### src/rtl/ringbus_pkg.sv
// Shared ringbus definitions: transmitter FSM states, word width and line levels.
// The receiver imports the same package.
package ringbus_pkg;

    typedef enum logic [2:0] {
        IDLE,
        START,
        DATA,
        PARITY,
        STOP,
        GAP
    } rb_tx_state_t;

    localparam int unsigned RB_WORD_W      = 32;
    localparam logic        RB_IDLE_LEVEL  = 1'b1;
    localparam logic        RB_START_LEVEL = 1'b0;

    // Even parity: the parity bit makes the total count of ones even.
    function automatic logic rb_parity(input logic [RB_WORD_W-1:0] w);
        return ^w;
    endfunction

endpackage

### src/rtl/ringbus_tx_fifo.sv
// Input word FIFO for ringbus_tx: registered head word, level and full/empty flags.
// The head register already holds the next word on the cycle after a pop or a write into an empty FIFO.
module ringbus_tx_fifo #(
    parameter int unsigned DEPTH = 8,
    parameter int unsigned WIDTH = 32
) (
    input  logic                     clk,
    input  logic                     srst,
    input  logic                     i_wr_en,
    input  logic [WIDTH-1:0]         i_wr_data,
    input  logic                     i_rd_en,
    output logic [WIDTH-1:0]         o_rd_data,
    output logic [$clog2(DEPTH):0]   o_level,
    output logic                     o_full,
    output logic                     o_empty
);

    localparam int unsigned AW = $clog2(DEPTH);
    localparam logic [AW:0] FULL_LVL = DEPTH[AW:0];

    logic [WIDTH-1:0] r_mem [DEPTH];
    logic [AW-1:0]    r_wr_ptr;
    logic [AW-1:0]    r_rd_ptr;
    logic [AW:0]      r_level;
    logic [WIDTH-1:0] r_head;
    logic [AW-1:0]    w_head_slot;
    logic             w_wr;
    logic             w_rd;

    assign o_full    = (r_level == FULL_LVL);
    assign o_empty   = (r_level == '0);
    assign o_level   = r_level;
    assign o_rd_data = r_head;

    assign w_wr        = i_wr_en && !o_full;
    assign w_rd        = i_rd_en && !o_empty;
    assign w_head_slot = w_rd ? r_rd_ptr + AW'(1) : r_rd_ptr;

    always_ff @(posedge clk) begin
        if (w_wr) begin
            r_mem[r_wr_ptr] <= i_wr_data;
        end
    end

    always_ff @(posedge clk) begin
        if (srst) begin
            r_wr_ptr <= '0;
            r_rd_ptr <= '0;
            r_level  <= '0;
            r_head   <= '0;
        end else begin
            if (w_wr) begin
                r_wr_ptr <= r_wr_ptr + AW'(1);
            end
            if (w_rd) begin
                r_rd_ptr <= r_rd_ptr + AW'(1);
            end
            r_level <= r_level + {{AW{1'b0}}, w_wr} - {{AW{1'b0}}, w_rd};
            // Bypass when the word landing this cycle becomes the new head.
            r_head  <= (w_wr && (w_head_slot == r_wr_ptr)) ? i_wr_data : r_mem[w_head_slot];
        end
    end

endmodule

### src/rtl/ringbus_tx.sv
// Ringbus serial transmitter: FIFO-buffered 32-bit words framed onto an idle-high line.
// Optional even-parity bit enabled by defining RINGBUS_TX_PARITY_EN.
module ringbus_tx
    import ringbus_pkg::*;
#(
    parameter int unsigned CLKS_PER_BIT = 4,
    parameter int unsigned FIFO_DEPTH   = 8,
    parameter int unsigned GAP_BITS     = 2
) (
    input  logic                        clk,
    input  logic                        srst,
    input  logic [RB_WORD_W-1:0]        i_data,
    input  logic                        i_valid,
    output logic                        o_ready,
    output logic                        o_ringbus,
    output logic                        o_busy,
    output logic [$clog2(FIFO_DEPTH):0] o_fifo_level
);

    localparam int unsigned LW = $clog2(FIFO_DEPTH) + 1;
    localparam int unsigned CW = $clog2(CLKS_PER_BIT);
    localparam int unsigned GW = (GAP_BITS > 1) ? $clog2(GAP_BITS) : 1;
    localparam logic [CW-1:0] CNT_INIT = CW'(CLKS_PER_BIT - 1);
    localparam logic [GW-1:0] GAP_INIT = GW'((GAP_BITS > 0) ? GAP_BITS - 1 : 0);

    rb_tx_state_t         r_state;
    rb_tx_state_t         w_state_nxt;
    logic [CW-1:0]        r_cnt;
    logic [CW-1:0]        w_cnt_nxt;
    logic [4:0]           r_bit;
    logic [4:0]           w_bit_nxt;
    logic [GW-1:0]        r_gap;
    logic [GW-1:0]        w_gap_nxt;
    logic [RB_WORD_W-1:0] r_shift;
    logic [RB_WORD_W-1:0] w_shift_nxt;
    logic                 r_line;
    logic                 w_line_nxt;
    logic                 r_busy;
    logic                 w_busy_nxt;
    logic                 r_ready;
`ifdef RINGBUS_TX_PARITY_EN
    logic                 r_par;
    logic                 w_par_nxt;
`endif

    logic                 w_tick;
    logic                 w_frame_done;
    logic                 w_load;
    logic                 w_pop;
    logic                 w_accept;
    logic [RB_WORD_W-1:0] w_head;
    logic [LW-1:0]        w_level;
    logic [LW-1:0]        w_level_nxt;
    logic                 w_full;
    logic                 w_empty;

    assign w_accept    = i_valid && r_ready;
    assign w_level_nxt = w_level + LW'(w_accept) - LW'(w_pop);
    assign w_tick      = (r_cnt == '0);

    ringbus_tx_fifo #(
        .DEPTH (FIFO_DEPTH),
        .WIDTH (RB_WORD_W)
    ) u_fifo (
        .clk       (clk),
        .srst      (srst),
        .i_wr_en   (w_accept),
        .i_wr_data (i_data),
        .i_rd_en   (w_pop),
        .o_rd_data (w_head),
        .o_level   (w_level),
        .o_full    (w_full),
        .o_empty   (w_empty)
    );

    always_comb begin
        w_state_nxt  = r_state;
        w_cnt_nxt    = r_cnt;
        w_bit_nxt    = r_bit;
        w_gap_nxt    = r_gap;
        w_shift_nxt  = r_shift;
        w_line_nxt   = r_line;
        w_busy_nxt   = r_busy;
        w_frame_done = 1'b0;
        w_load       = 1'b0;
        w_pop        = 1'b0;
`ifdef RINGBUS_TX_PARITY_EN
        w_par_nxt    = r_par;
`endif
        case (r_state)
            IDLE: begin
                w_load = !w_empty;
            end
            START: begin
                if (w_tick) begin
                    w_state_nxt = DATA;
                    w_bit_nxt   = '0;
                    w_cnt_nxt   = CNT_INIT;
                    w_line_nxt  = r_shift[0];
                end else begin
                    w_cnt_nxt = r_cnt - CW'(1);
                end
            end
            DATA: begin
                if (w_tick) begin
                    w_cnt_nxt = CNT_INIT;
                    w_bit_nxt = r_bit + 5'd1;
                    if (r_bit == 5'd31) begin
`ifdef RINGBUS_TX_PARITY_EN
                        w_state_nxt = PARITY;
                        w_line_nxt  = r_par;
`else
                        w_state_nxt = STOP;
                        w_line_nxt  = RB_IDLE_LEVEL;
`endif
                    end else begin
                        w_shift_nxt = {1'b0, r_shift[RB_WORD_W-1:1]};
                        w_line_nxt  = r_shift[1];
                    end
                end else begin
                    w_cnt_nxt = r_cnt - CW'(1);
                end
            end
`ifdef RINGBUS_TX_PARITY_EN
            PARITY: begin
                if (w_tick) begin
                    w_state_nxt = STOP;
                    w_cnt_nxt   = CNT_INIT;
                    w_line_nxt  = RB_IDLE_LEVEL;
                end else begin
                    w_cnt_nxt = r_cnt - CW'(1);
                end
            end
`endif
            STOP: begin
                if (w_tick) begin
                    if (GAP_BITS > 0) begin
                        w_state_nxt = GAP;
                        w_gap_nxt   = GAP_INIT;
                        w_cnt_nxt   = CNT_INIT;
                    end else begin
                        w_frame_done = 1'b1;
                    end
                end else begin
                    w_cnt_nxt = r_cnt - CW'(1);
                end
            end
            GAP: begin
                if (w_tick) begin
                    w_cnt_nxt = CNT_INIT;
                    if (r_gap == '0) begin
                        w_frame_done = 1'b1;
                    end else begin
                        w_gap_nxt = r_gap - GW'(1);
                    end
                end else begin
                    w_cnt_nxt = r_cnt - CW'(1);
                end
            end
            default: begin
                w_state_nxt = IDLE;
                w_line_nxt  = RB_IDLE_LEVEL;
                w_busy_nxt  = 1'b0;
            end
        endcase

        if (w_frame_done) begin
            w_load      = !w_empty;
            w_state_nxt = IDLE;
            w_line_nxt  = RB_IDLE_LEVEL;
            w_busy_nxt  = 1'b0;
        end

        // A pop at frame end chains straight into the next start bit.
        if (w_load) begin
            w_pop       = 1'b1;
            w_shift_nxt = w_head;
            w_state_nxt = START;
            w_cnt_nxt   = CNT_INIT;
            w_line_nxt  = RB_START_LEVEL;
            w_busy_nxt  = 1'b1;
`ifdef RINGBUS_TX_PARITY_EN
            w_par_nxt   = rb_parity(w_head);
`endif
        end
    end

    always_ff @(posedge clk) begin
        if (srst) begin
            r_state <= IDLE;
            r_cnt   <= '0;
            r_bit   <= '0;
            r_gap   <= '0;
            r_shift <= '0;
            r_line  <= RB_IDLE_LEVEL;
            r_busy  <= 1'b0;
            r_ready <= 1'b1;
`ifdef RINGBUS_TX_PARITY_EN
            r_par   <= 1'b0;
`endif
        end else begin
            r_state <= w_state_nxt;
            r_cnt   <= w_cnt_nxt;
            r_bit   <= w_bit_nxt;
            r_gap   <= w_gap_nxt;
            r_shift <= w_shift_nxt;
            r_line  <= w_line_nxt;
            r_busy  <= w_busy_nxt;
            // Drops as the last slot fills; rises only after a full cycle below full.
            r_ready <= (w_level_nxt != FIFO_DEPTH[LW-1:0]) && !w_full;
`ifdef RINGBUS_TX_PARITY_EN
            r_par   <= w_par_nxt;
`endif
        end
    end

    assign o_ringbus    = r_line;
    assign o_busy       = r_busy;
    assign o_ready      = r_ready;
    assign o_fifo_level = w_level;

endmodule

### config.mk
export PLATFORM = sky130hd
export DESIGN_NAME = ringbus_tx
export DESIGN_NICKNAME = d
export VERILOG_FILES = /design/src/rtl/ringbus_pkg.sv /design/src/rtl/ringbus_tx_fifo.sv /design/src/rtl/ringbus_tx.sv
export SDC_FILE = /design/constraint.sdc
export NUM_CORES = 1
export LEC_CHECK = 0
export CORE_MARGIN = 2
export CORE_UTILIZATION = 25
export CTS_BUF_LIST = sky130_fd_sc_hd__clkbuf_4
export DETAILED_ROUTE_END_ITERATION = 10
export GPL_ROUTABILITY_DRIVEN = 0
export GPL_TIMING_DRIVEN = 0
export PLACE_DENSITY = 0.41
export SLEW_MARGIN = 10
export SYNTH_ARGS = -nofsm -noshare
export SYNTH_HDL_FRONTEND = slang
export SYNTH_SLANG_ARGS = --single-unit
### constraint.sdc
create_clock -name clk -period 5.57 [get_ports clk]
set_clock_uncertainty 0.15 [all_clocks]
set_input_delay 1.114 -clock clk [delete_from_list [all_inputs] [get_ports clk]]
set_output_delay 1.114 -clock clk [all_outputs]
set_load 0.1 [all_outputs]
-- Word level (Yosys, flattened, before mapping)
Memory sizes are Yosys's and may differ from the RTL's. A register that Yosys moved wholly into a read port is not among the register bits.
Cells that the tools add are included.
- flip-flop bits (word level): 56
- bits in latches: 0
- bits in writable memories: 256
- ROM bits: 0
- input bits: 35
- output and inout bits: 7
- logic and storage cells: 107
- memories kept: 1
- memory list (name ; words ; bits a word ; read ports ; clocked after memory_dff ; write ports ; line ; source):
    u_fifo.r_mem ; 8 ; 32 ; 1 ; 1 ; 1 ; ringbus_tx_fifo.sv:21 ; logic [WIDTH-1:0] r_mem [DEPTH];
- add/sub/neg operators: 9
- $mul: 0
- divide/modulo/power cells: 0
- order comparisons: 0
- equality and inequality tests: 20
- shift-type cells: 0
- mux-type cells: 39
- bitwise logic cells: 1
- reductions and logical operators: 25
- operator list (cell ; number):
    32-bit 2-to-1 mux ; 4
    1-bit 2-to-1 mux ; 21
    4-bit inequality test (second input constant) ; 5
    3-bit 2-to-1 mux ; 5
    2-bit inequality test (second input constant) ; 6
    3-bit case mux with 4 select lines ; 1
    3-bit AND reduction ; 4
    5-bit 2-to-1 mux ; 2
    5-bit case mux with 2 select lines ; 1
    5-bit AND reduction ; 2
    2-bit nonzero test ; 5
    3-bit by 1-bit inequality test with 1-bit output (second input constant) ; 3
    4-bit by 1-bit adder with 4-bit output ; 2
    4-bit by 1-bit subtractor with 4-bit output ; 2
    3-bit by 1-bit adder with 3-bit output (second input constant) ; 2
    3-bit equality test (second input constant) ; 2
    2-bit 2-to-1 mux ; 3
    3-bit OR reduction ; 2
    5-bit by 1-bit adder with 5-bit output (second input constant) ; 1
    5-bit equality test (second input constant) ; 1
    5-bit OR reduction ; 1
    4-bit equality test (second input constant) ; 1
    1-bit logical AND ; 4
    4-bit logical NOT ; 1
    12 further kinds ; 13

-- Longest topological paths before layout
Gate-level depths: netlist of run 1.
- depth in word-level cells: 8
- gate-level depth with buffers: 16
- depth with buffers taken out: 14

-- Cells and area by module
A second synthesis of run 1 with hierarchy kept.
- cells, all modules: 884
- area total of the unflattened synthesis: 13884.6 um^2
- modules (own cells, without submodules) (module ; instances ; cells an instance ; area each (um^2) ; seq. area each (um^2)):
    ringbus_tx_fifo ; 1 ; 628 ; 11662.4 ; 8528.2
    ringbus_tx ; 1 ; 256 ; 2222.1 ; 920.9

-- Worst setup path before layout of run 1
No wires, ideal clock.
- kind: register -> register
- from: register u_fifo.r_level[2], in the netlist u_fifo.o_level[2]
- to: memory u_fifo.r_mem[0][0] (enable)
- library setup time: 461 ps
- arrival time: 4141 ps
- required time: 4959 ps
- path slack: 818 ps
- cell stages (with the launch flop): 6
- buffers on the path: 0
- clock period less this slack: 4752 ps
- path through: dfxtp_1 -> inv_1 -> ha_1 -> a21oi_1 -> nand2_1 -> nor3_1
- word-level cells in the longest chain between the ends: 5
- RTL lines (element ; line ; source):
    start, declared ; ringbus_tx_fifo.sv:24 ; logic [AW:0] r_level;
    start signal, assigned ; ringbus_tx_fifo.sv:58 ; r_level <= r_level + {{AW{1'b0}}, w_wr} - {{AW{1'b0}}, w_rd};
    4-bit equality test ; ringbus_tx_fifo.sv:30 ; assign o_full = (r_level == FULL_LVL);
    1-bit logical NOT ; ringbus_tx_fifo.sv:35 ; assign w_wr = i_wr_en && !o_full;
    1-bit logical AND ; ringbus_tx_fifo.sv:35 ;
    via u_fifo.w_wr ; ringbus_tx_fifo.sv:27 ; logic w_wr;
    1-bit 2-to-1 mux ; ringbus_tx_fifo.sv:40 ; if (w_wr) begin
    1-bit 2-to-1 mux (implied by the code) ; ringbus_tx_fifo.sv:41 ; r_mem[r_wr_ptr] <= i_wr_data;
    end, declared ; ringbus_tx_fifo.sv:21 ;
The timed path passes the listed nets, and every way through them passes these cells.

-- Final worst setup path of run 1
- from: register u_fifo.r_level[2], in the netlist u_fifo.o_level[2]
- to: register r_ready, in the netlist o_ready
- word-level cells in the longest chain between the ends: 8
- elaborated cells on any way between the ends: 11
- classes of those cells: add/sub: 2; eq/ne: 2; mux: 3; reduce/logical: 4
- RTL lines (element ; line ; source):
    4-bit logical NOT ; ringbus_tx_fifo.sv:31 ; assign o_empty = (r_level == '0);
    1-bit logical NOT ; ringbus_tx.sv:92, ringbus_tx.sv:168 ;
    1-bit 2-to-1 mux ; ringbus_tx.sv:90 ; case (r_state)
    1-bit 2-to-1 mux ; ringbus_tx.sv:167 ; if (w_frame_done) begin
    1-bit 2-to-1 mux ; ringbus_tx.sv:175 ; if (w_load) begin
    4-bit by 1-bit subtractor with 4-bit output ; ringbus_tx.sv:58 ; assign w_level_nxt = w_level + LW'(w_accept) - LW'(w_pop);
    4-bit inequality test ; ringbus_tx.sv:210 ; r_ready <= (w_level_nxt != FIFO_DEPTH[LW-1:0]) && !w_full;
    1-bit logical AND * ; ringbus_tx.sv:210 ;
    end signal, assigned ; ringbus_tx.sv:210 ;
    end, declared ; ringbus_tx.sv:40 ; logic r_ready;
Mark *: on every way between the ends. The rest lies on a longest branch, timed or not.
A chain may end at the register's enable or synchronous reset.

==> metrics.yaml, run 1 <==
pwr:
  total_leakage_power_nw: 6.142
  p_clk_share_pct: 23.6
  p_sw_w: 0.003882
  power_per_cell_area_nw_per_um2: 532.2
  combPwrFrac_pct: 44.5
  ir_worst_vdd_v: 0.0001949
  p_int_w: 0.006237
  swShare_pct: 38.37
  power_frac_seq_pct: 31.9
logic_synthesis:
  post_synth_and_or_nand_nor_area_fraction_pct: 6.572
  synth_fa_ha_area_share_pct: 1.275
  ys_ff_latch: 344
  syn_inst: 1034
  synth_top_family_by_area: "multiplexers"
  ys_types: 56
  synth_compound_area_share_pct: 10.33
  seq_area_frac_synth_pct: 59.44
  synth_fp_nets: 1084
  synth-edff-count: 256
  syn_area_um2: 15900
  ys_warn_count: 0
  ys_async_sr_fraction_pct: 0
  syn_area_per_cell_um2: 15.37
  synth.area.mux_share_pct: 18.46
  synth_flop_cell: "edfxtp_1"
  yosys.area_share.xor_xnor_pct: 0.8186
critical_path:
  cpMaxStageDelayCell: "buf_1"
  critical_path_class: "flop to flop"
  cp_num_buf_inv: 5
  crit_start: "u_fifo.o_level[2]"
  worstPathArrival_ps: 4780
  rr_worst_depth: 16
  critical_path_required_ps: 6160
  end_kind: "flop"
  crit_fanout: 10
  slowest_delay_ps: 690
  critical-path-top-delay-family: "buffers and inverters"
  r2r-start: "u_fifo.o_level[2]"
  cp-start-kind: "flop"
  worst-path-stages: 16
  crit_top_cell: "nand2_1"
  cp_cell_sequence: "inv_1 > ha_1 > or3b_1 > o211ai_2 > inv_2 > buf_1 > buf_1 > nand2_1 > nand2_1 > ha_1 > inv_1 > fa_1 > xor2_1 > nand3b_1 > o21ai_0 > nand2_1"
min_path:
  hold_path_depth: 2
  min_from: "u_fifo.o_rd_data[31]"
  hold_path_class: "flop to flop"
clock_network:
  numCtsBuffers: 96
  clockBufferDepth: 3
  post_cts_buffers: 0
  worstSkewPairLatency_ps: 860
  cts-resized-gates: 0
  hold_buffers: 0
  tritoncts: "yes"
  clkSinkCount: 344
  htree_levels: 3
  cts_root_buffer: "clkbuf_4"
  clkSlewWorstSetupHoldPaths_ps: 80
sta:
  timing.hold.ws_ps: 294.8
  setup_violations: 0
  layout_setup_ws_ps: 1383
  period_share_pct: 75.18
  max_slew_margin_pct: 32.29
  maxSlewViolCount: 0
  worst_pin_slew_ps: 1013
  period_needed_ps: 4188
  hold_violations: 0
  tns_ps: 0
  fmaxAchievable_mhz: 238.8
  rsz0062_at_grt: "false"
drt:
  postRouteAntennaNets: 0
  vias: 10080
  first_pass_iters: 6
  via_per_inst: 4.760
  wirelength_um: 46670
  drtIter0Drc: 712
  remaining_drc_errors: 0
  detail_route.wl_per_cell_um: 22.04
floorplanning:
  core_um2: 62970
  fp.dieH_um: 256.2
  fp.dieArea_um2: 65620
  io_pins: 42
  initial_core_util_pct: 25.25
  rows: 92
  die_x_um: 256.2
place:
  portBuffers: 40
  place_area_um2: 17730
  pre_cts_ws_ps: 1392
  place.detailed.hpwl_um: 31440
layout:
  fillers: 6363
  fin_area_um2: 19010
  multi_input_area_um2: 6010
  layout.nets: 1241
  drive_gt1_share_pct: 30.53
  regArea_um2: 9449
  syn2layout_area_growth_pct: 19.61
global_routing:
  grt_max_degree: 20
  grt_pass1_wl_um: 69740
  grt_antenna_before_repair: 1
  grtUsageTotal_pct: 14.35
  grt_overflow_total: 0
  first_global_vias: 10840
job:
  drv_cap: 0
outcome:
  outcome: "completed"
==> cells by family (layout without fill, tap and decap cells) <==
group | count (synthesis) | after routing
DFF | 344 | 344
AOI/OAI and AO/OA | 228 | 228
and+or+nand+nor | 194 | 194
muxes | 133 | 133
buffers and inverters | 106 | 343
adders and majority gates | 15 | 15
xor gates and xnor gates | 14 | 14
other | 0 | 1
==> power groups by stage <==
stage          Clock [W]  Combinational (W)  Sequential (W)
2_1_floorplan          0            0.00308         0.00337
3_3_place_gp           0            0.00450         0.00330
3_5_place_dp           0            0.00455         0.00328
4_1_cts          0.00248            0.00457         0.00323
5_1_grt          0.00260            0.00488         0.00326
6_report         0.00238            0.00450         0.00323
==> stage by stage <==
step | utilization, % | std cells | power, W
final | 30.20 | 2118 | 0.01012
after global routing | 30.20 | 2118 | 0.01074
after CTS | 30.19 | 2117 | 0.01028
after detailed placement | 28.16 | 1939 | 0.007831
after global placement | 27.56 | 1920 | 0.007799
after floorplan | - | 1034 | 0.006444
==> layout make-up <==
cell class | count | share of cell area (%)
sequential | 344 | 49.69
multi-input combinational | 584 | 31.60
clock buffer | 151 | 5.962
tap | 846 | 5.567
timing repair buffer | 59 | 3.784
buffer | 89 | 2.257
clock inverter | 27 | 0.7830
inverter | 17 | 0.3356
antenna | 1 | 0.01316
==> registers in the layout (all words and copies together) (netlist names) <==
signal and count:
r_gap 1, o_ringbus 1, o_ready 1, u_fifo.o_rd_data 32
u_fifo.r_wr_ptr 3, r_bit 5, u_fifo.o_level 4, o_busy 1
r_shift 32, r_state 3, r_cnt 2, u_fifo.r_mem 256
u_fifo.r_rd_ptr 3
==> worst register-to-register path, delay by kind of cell, from the launching register on <==
family,cells,cell delay [ps]
AND/OR/NAND/NOR,5,780
AO/OA/AOI/OAI,2,400
XOR/XNOR,1,150
buffers and inverters,5,1540
flip-flops,1,330
adder cells (fa/ha/maj),3,740
==> synth_stat cells (all sizes together) (5+ instances only) <==
master | count | area (um2)
nand2b | 5 | 31.28
buf | 45 | 264.0
nor2 | 30 | 115.1
a21oi | 74 | 445.4
mux4 | 128 | 2883
xnor2 | 5 | 43.79
a22oi | 31 | 232.7
a211o | 31 | 271.5
ha | 13 | 162.7
o21ai | 6 | 30.03
xor2 | 9 | 86.34
inv | 17 | 63.81
dfxtp | 88 | 1762
nand3 | 33 | 215.2
edfxtp | 256 | 7687
clkbuf | 44 | 165.2
a211oi | 66 | 495.5
nor2b | 63 | 394.1
nand2 | 45 | 168.9
==> cells in the final DEF, fill, tap and decap left out, types with 10 or more instances in the layout <==
| master | count |
|---|---|
| clkdlybuf4s50_1 | 40 |
| nand2_1 | 45 |
| nor2_1 | 23 |
| clkbuf_1 | 44 |
| mux4_2 | 128 |
| a211oi_1 | 66 |
| a22oi_1 | 31 |
| a21oi_2 | 20 |
| edfxtp_1 | 256 |
| a211o_1 | 31 |
| a21oi_1 | 54 |
| buf_2 | 28 |
| inv_1 | 15 |
| dfxtp_1 | 88 |
| nand3_2 | 10 |
| clkbuf_4 | 151 |
| nand3_1 | 23 |
| nor2b_1 | 63 |
| ha_1 | 13 |
| clkinv_1 | 18 |
==> metal layers <==
| metal | vias to the layer above | part of all wire (%) | global-route usage [%] |
|---|---|---|---|
| met5 | - | 0 | 0 |
| met4 | 0 | 2.2 | 5.507 |
| met3 | 74 | 4.8 | 3.070 |
| met2 | 258 | 48 | 23.29 |
| met1 | 5221 | 45 | 18.75 |
| li1 | 4529 | - | - |
==> path summary, 6_finish.rpt <==
| check | endpoint | slack (ps) |
|---|---|---|
| min | r_shift[31] | 290 |
| max reg2reg | o_ready | 1380 |
| max | o_ready | 1380 |
| min reg2reg | r_shift[31] | 290 |
(Power assumes the default switching activity.)
==> run 2: changes to the inputs <==
--- a/config.mk
+++ b/config.mk
@@ -11,7 +11,7 @@
 export DETAILED_ROUTE_END_ITERATION = 10
 export GPL_ROUTABILITY_DRIVEN = 0
 export GPL_TIMING_DRIVEN = 0
-export PLACE_DENSITY = 0.41
+export PLACE_DENSITY = 0.42
 export SLEW_MARGIN = 10
 export SYNTH_ARGS = -nofsm -noshare
 export SYNTH_HDL_FRONTEND = slang
==> constraint.sdc (replaced) <==
create_clock -name clk -period 3.6 [get_ports clk]
set_clock_uncertainty 0.15 [all_clocks]
set_input_delay 0.72 -clock clk [delete_from_list [all_inputs] [get_ports clk]]
set_output_delay 0.72 -clock clk [all_outputs]
set_load 0.1 [all_outputs]
==> run 2 against run 1 <==
  * Worst setup slack got worse by 1300 ps
  * Routed wire length rose by 1.6%
  * Maximum frequency rose by 20%
  * Total power rose by 55%
  * First-iteration DRC count rose by 7.6%
  * Flip-flop and latch count did not move
  * Core utilization rose by 0.14 points
  * Register-to-register slack got worse by 1300 ps
  * Sequential share of layout area fell by 0.21 points
  * Critical path type unchanged
  * Largest power group unchanged
  * Highest routed layer unchanged
==> metrics.yaml, run 2 (same netlist as run 1, synthesis figures left out) <==
layout:
  largest_register_ffs: 256  # unchanged
  drive_gt1_share_pct: 30.56  # was 30.53%
  fillers: 6319  # was 6363
  final_cell_mix: "256 x edfxtp_1, 149 x clkbuf_4, 128 x mux4_2"  # was 256 x edfxtp_1, 151 x clkbuf_4, 128 x mux4_2
  layout_commonest_cell: "edfxtp_1"  # unchanged
  layout.nets: 1239  # was 1241
  syn2layout_area_growth_pct: 20.18  # was 19.61%
  regMostFlops: "u_fifo.r_mem"  # unchanged
  final_core_util_pct: 30.34  # was 30.20%
critical_path:
  r2r_slack_ps: 120  # was 1380 ps
  r2r-start: "u_fifo.r_rd_ptr[1]"  # was u_fifo.o_level[2]
  cp_num_buf_inv: 2  # was 5
  crit_top_cell: "clkbuf_1"  # was nand2_1
  slowest_delay_ps: 720  # was 690 ps
  crit_start: "u_fifo.r_rd_ptr[1]"  # was u_fifo.o_level[2]
  end_kind: "flop"  # unchanged
  critical_path_class: "flop to flop"  # unchanged
  worstPathArrival_ps: 4070  # was 4780 ps
  critical-path-top-delay-family: "buffers and inverters"  # unchanged
  cp-start-kind: "flop"  # unchanged
  crit_fanout: 10  # unchanged
  cpMaxStageDelayCell: "clkbuf_1"  # was buf_1
  cp_cell_sequence: "ha_1 > xor2_2 > clkbuf_1 > clkbuf_1 > a211oi_1 > a211o_1 > a21oi_1"  # was inv_1 > ha_1 > or3b_1 > o211ai_2 > inv_2 > buf_1 > buf_1 > nand2_1 > nand2_1 > ha_1 > inv_1 > fa_1 > xor2_1 > nand3b_1 > o21ai_0 > nand2_1
  critical_path_required_ps: 4190  # was 6160 ps
floorplanning:
  io_pins: 42  # unchanged
  rows: 92  # unchanged
  core_um2: 62970  # unchanged
  initial_core_util_pct: 25.25  # unchanged
  die_x_um: 256.2  # unchanged
  fp.dieArea_um2: 65620  # unchanged
  fp.dieH_um: 256.2  # unchanged
min_path:
  hold_path_class: "input pin to flop"  # was flop to flop
  min_from: "srst"  # was u_fifo.o_rd_data[31]
drt:
  via_per_inst: 4.801  # was 4.760
  topRoutingLayerUsed: "met4"  # unchanged
  remaining_drc_errors: 0  # unchanged
  wirelength_um: 47420  # was 46670 um
  route.layer.met1.wl_um: 21340  # was 20930 um
  dr_wl_met3_um: 2373  # was 2252 um
  wl_met2_um: 22440  # unchanged
  first_pass_iters: 4  # was 6
  vias: 10130  # was 10080
  postRouteAntennaNets: 0  # unchanged
  drtIter0Drc: 766  # was 712
  detail_route.wl_per_cell_um: 22.47  # was 22.04 um
global_routing:
  first_global_vias: 10810  # was 10840
  grt_max_degree: 19  # was 20
  grt_overflow_total: 0  # unchanged
  grt_antenna_before_repair: 1  # unchanged
  grtUsageTotal_pct: 14.52  # was 14.35%
  grt_pass1_wl_um: 70210  # was 69740 um
place:
  place.detailed.hpwl_um: 31440  # about the same
  portBuffers: 40  # unchanged
outcome:
  outcome: "completed"  # unchanged
clock_network:
  numCtsBuffers: 97  # was 96
  tritoncts: "yes"  # unchanged
  htree_levels: 3  # unchanged
  clkSinkCount: 344  # unchanged
  clockBufferDepth: 3  # unchanged
  clkSlewWorstSetupHoldPaths_ps: 70  # was 80 ps
  cts_root_buffer: "clkbuf_4"  # unchanged
  worstSkewPairLatency_ps: 850  # was 860 ps
sta:
  fmaxAchievable_mhz: 287.3  # was 238.8 MHz
  maxSlewViolCount: 0  # unchanged
  tns_ps: 0  # unchanged
  period_share_pct: 96.69  # was 75.18%
  period_needed_ps: 3481  # was 4188 ps
  worst_pin_slew_ps: 967.9  # was 1013 ps
  hold_violations: 0  # unchanged
  timing.hold.ws_ps: 223.2  # was 294.8 ps
  rsz0062_at_grt: "false"  # unchanged
  max_slew_margin_pct: 35.27  # was 32.29%
  setup_violations: 0  # unchanged
pwr:
  total_leakage_power_nw: 6.161  # was 6.142 nW
  ir_worst_vdd_v: 0.0003724  # was 0.0001949 V
  power_per_cell_area_nw_per_um2: 822.9  # was 532.2 nW/um2
job:
  drv_cap: 0  # unchanged
[run 2: cell types whose count changed in the layout (fill, tap and decap cells not counted), sizes merged]
| cell | previous run | this run |
|---|---|---|
| buf | 64 | 61 |
| clkbuf | 195 | 193 |
| clkinvlp | 2 | 0 |
| inv | 19 | 17 |
| bufinv | 1 | 2 |
[run 2: stage by stage]
| stage | instance area, um2 | instances | setup slack (ps) | total power, W |
|---|---|---|---|---|
| finish | 19100 | 2110 | 119.1 | 0.01572 |
| global route | 19100 | 2110 | 3.128 | 0.01671 |
| CTS | 19100 | 2109 | 43.53 | 0.01593 |
| detailed placement | 17840 | 1937 | -425.1 | 0.01215 |
| global placement | 17370 | 1920 | -2579 | 0.01206 |
| floorplan | 15910 | 1034 | -122.6 | 0.009971 |
[run 2: worst paths after layout]
kind | to | depth (start not counted)
setup / recovery | u_fifo.o_rd_data[11] | 7
hold / removal | u_fifo.o_level[0] | 2
setup reg to reg | u_fifo.o_rd_data[11] | 7
hold reg to reg | r_shift[20] | 2
[run 2: what timing repair did]
action,CTS,global route
resized for setup,1,2
cloned,0,0
hold buffers,0,0
setup endpoints to repair,4,1
buffers inserted,0,0
[run 2: report_power, final]
| group | internal [W] | switching, W | leakage [nW] |
|---|---|---|---|
| clock | 0.00201 | 0.00169 | 0.758 |
| combinational | 0.00291 | 0.00409 | 2.36 |
| sequential | 0.00477 | 0.000238 | 3.05 |
| total | 0.00970 | 0.00602 | 6.16 |
[run 2: area by class of cell]
class,instances,area [um2],area share (%)
Inverter,17,63.81,0.3340
Sequential cell,344,9453,49.48
Multi-Input combinational cell,584,6022,31.52
Tap cell,846,1059,5.541
Clock inverter,24,147.6,0.7728
Buffer,88,427.9,2.240
Timing Repair Buffer,57,810.8,4.244
Antenna cell,1,2.502,0.01310
Clock buffer,149,1119,5.855
[run 2: routing by layer]
metal  vias up  GRT usage [%]
li1       4514              -
met1      5241          19.12
met2       286          23.25
met3        90          3.080
met4         0          5.897
met5         -              0
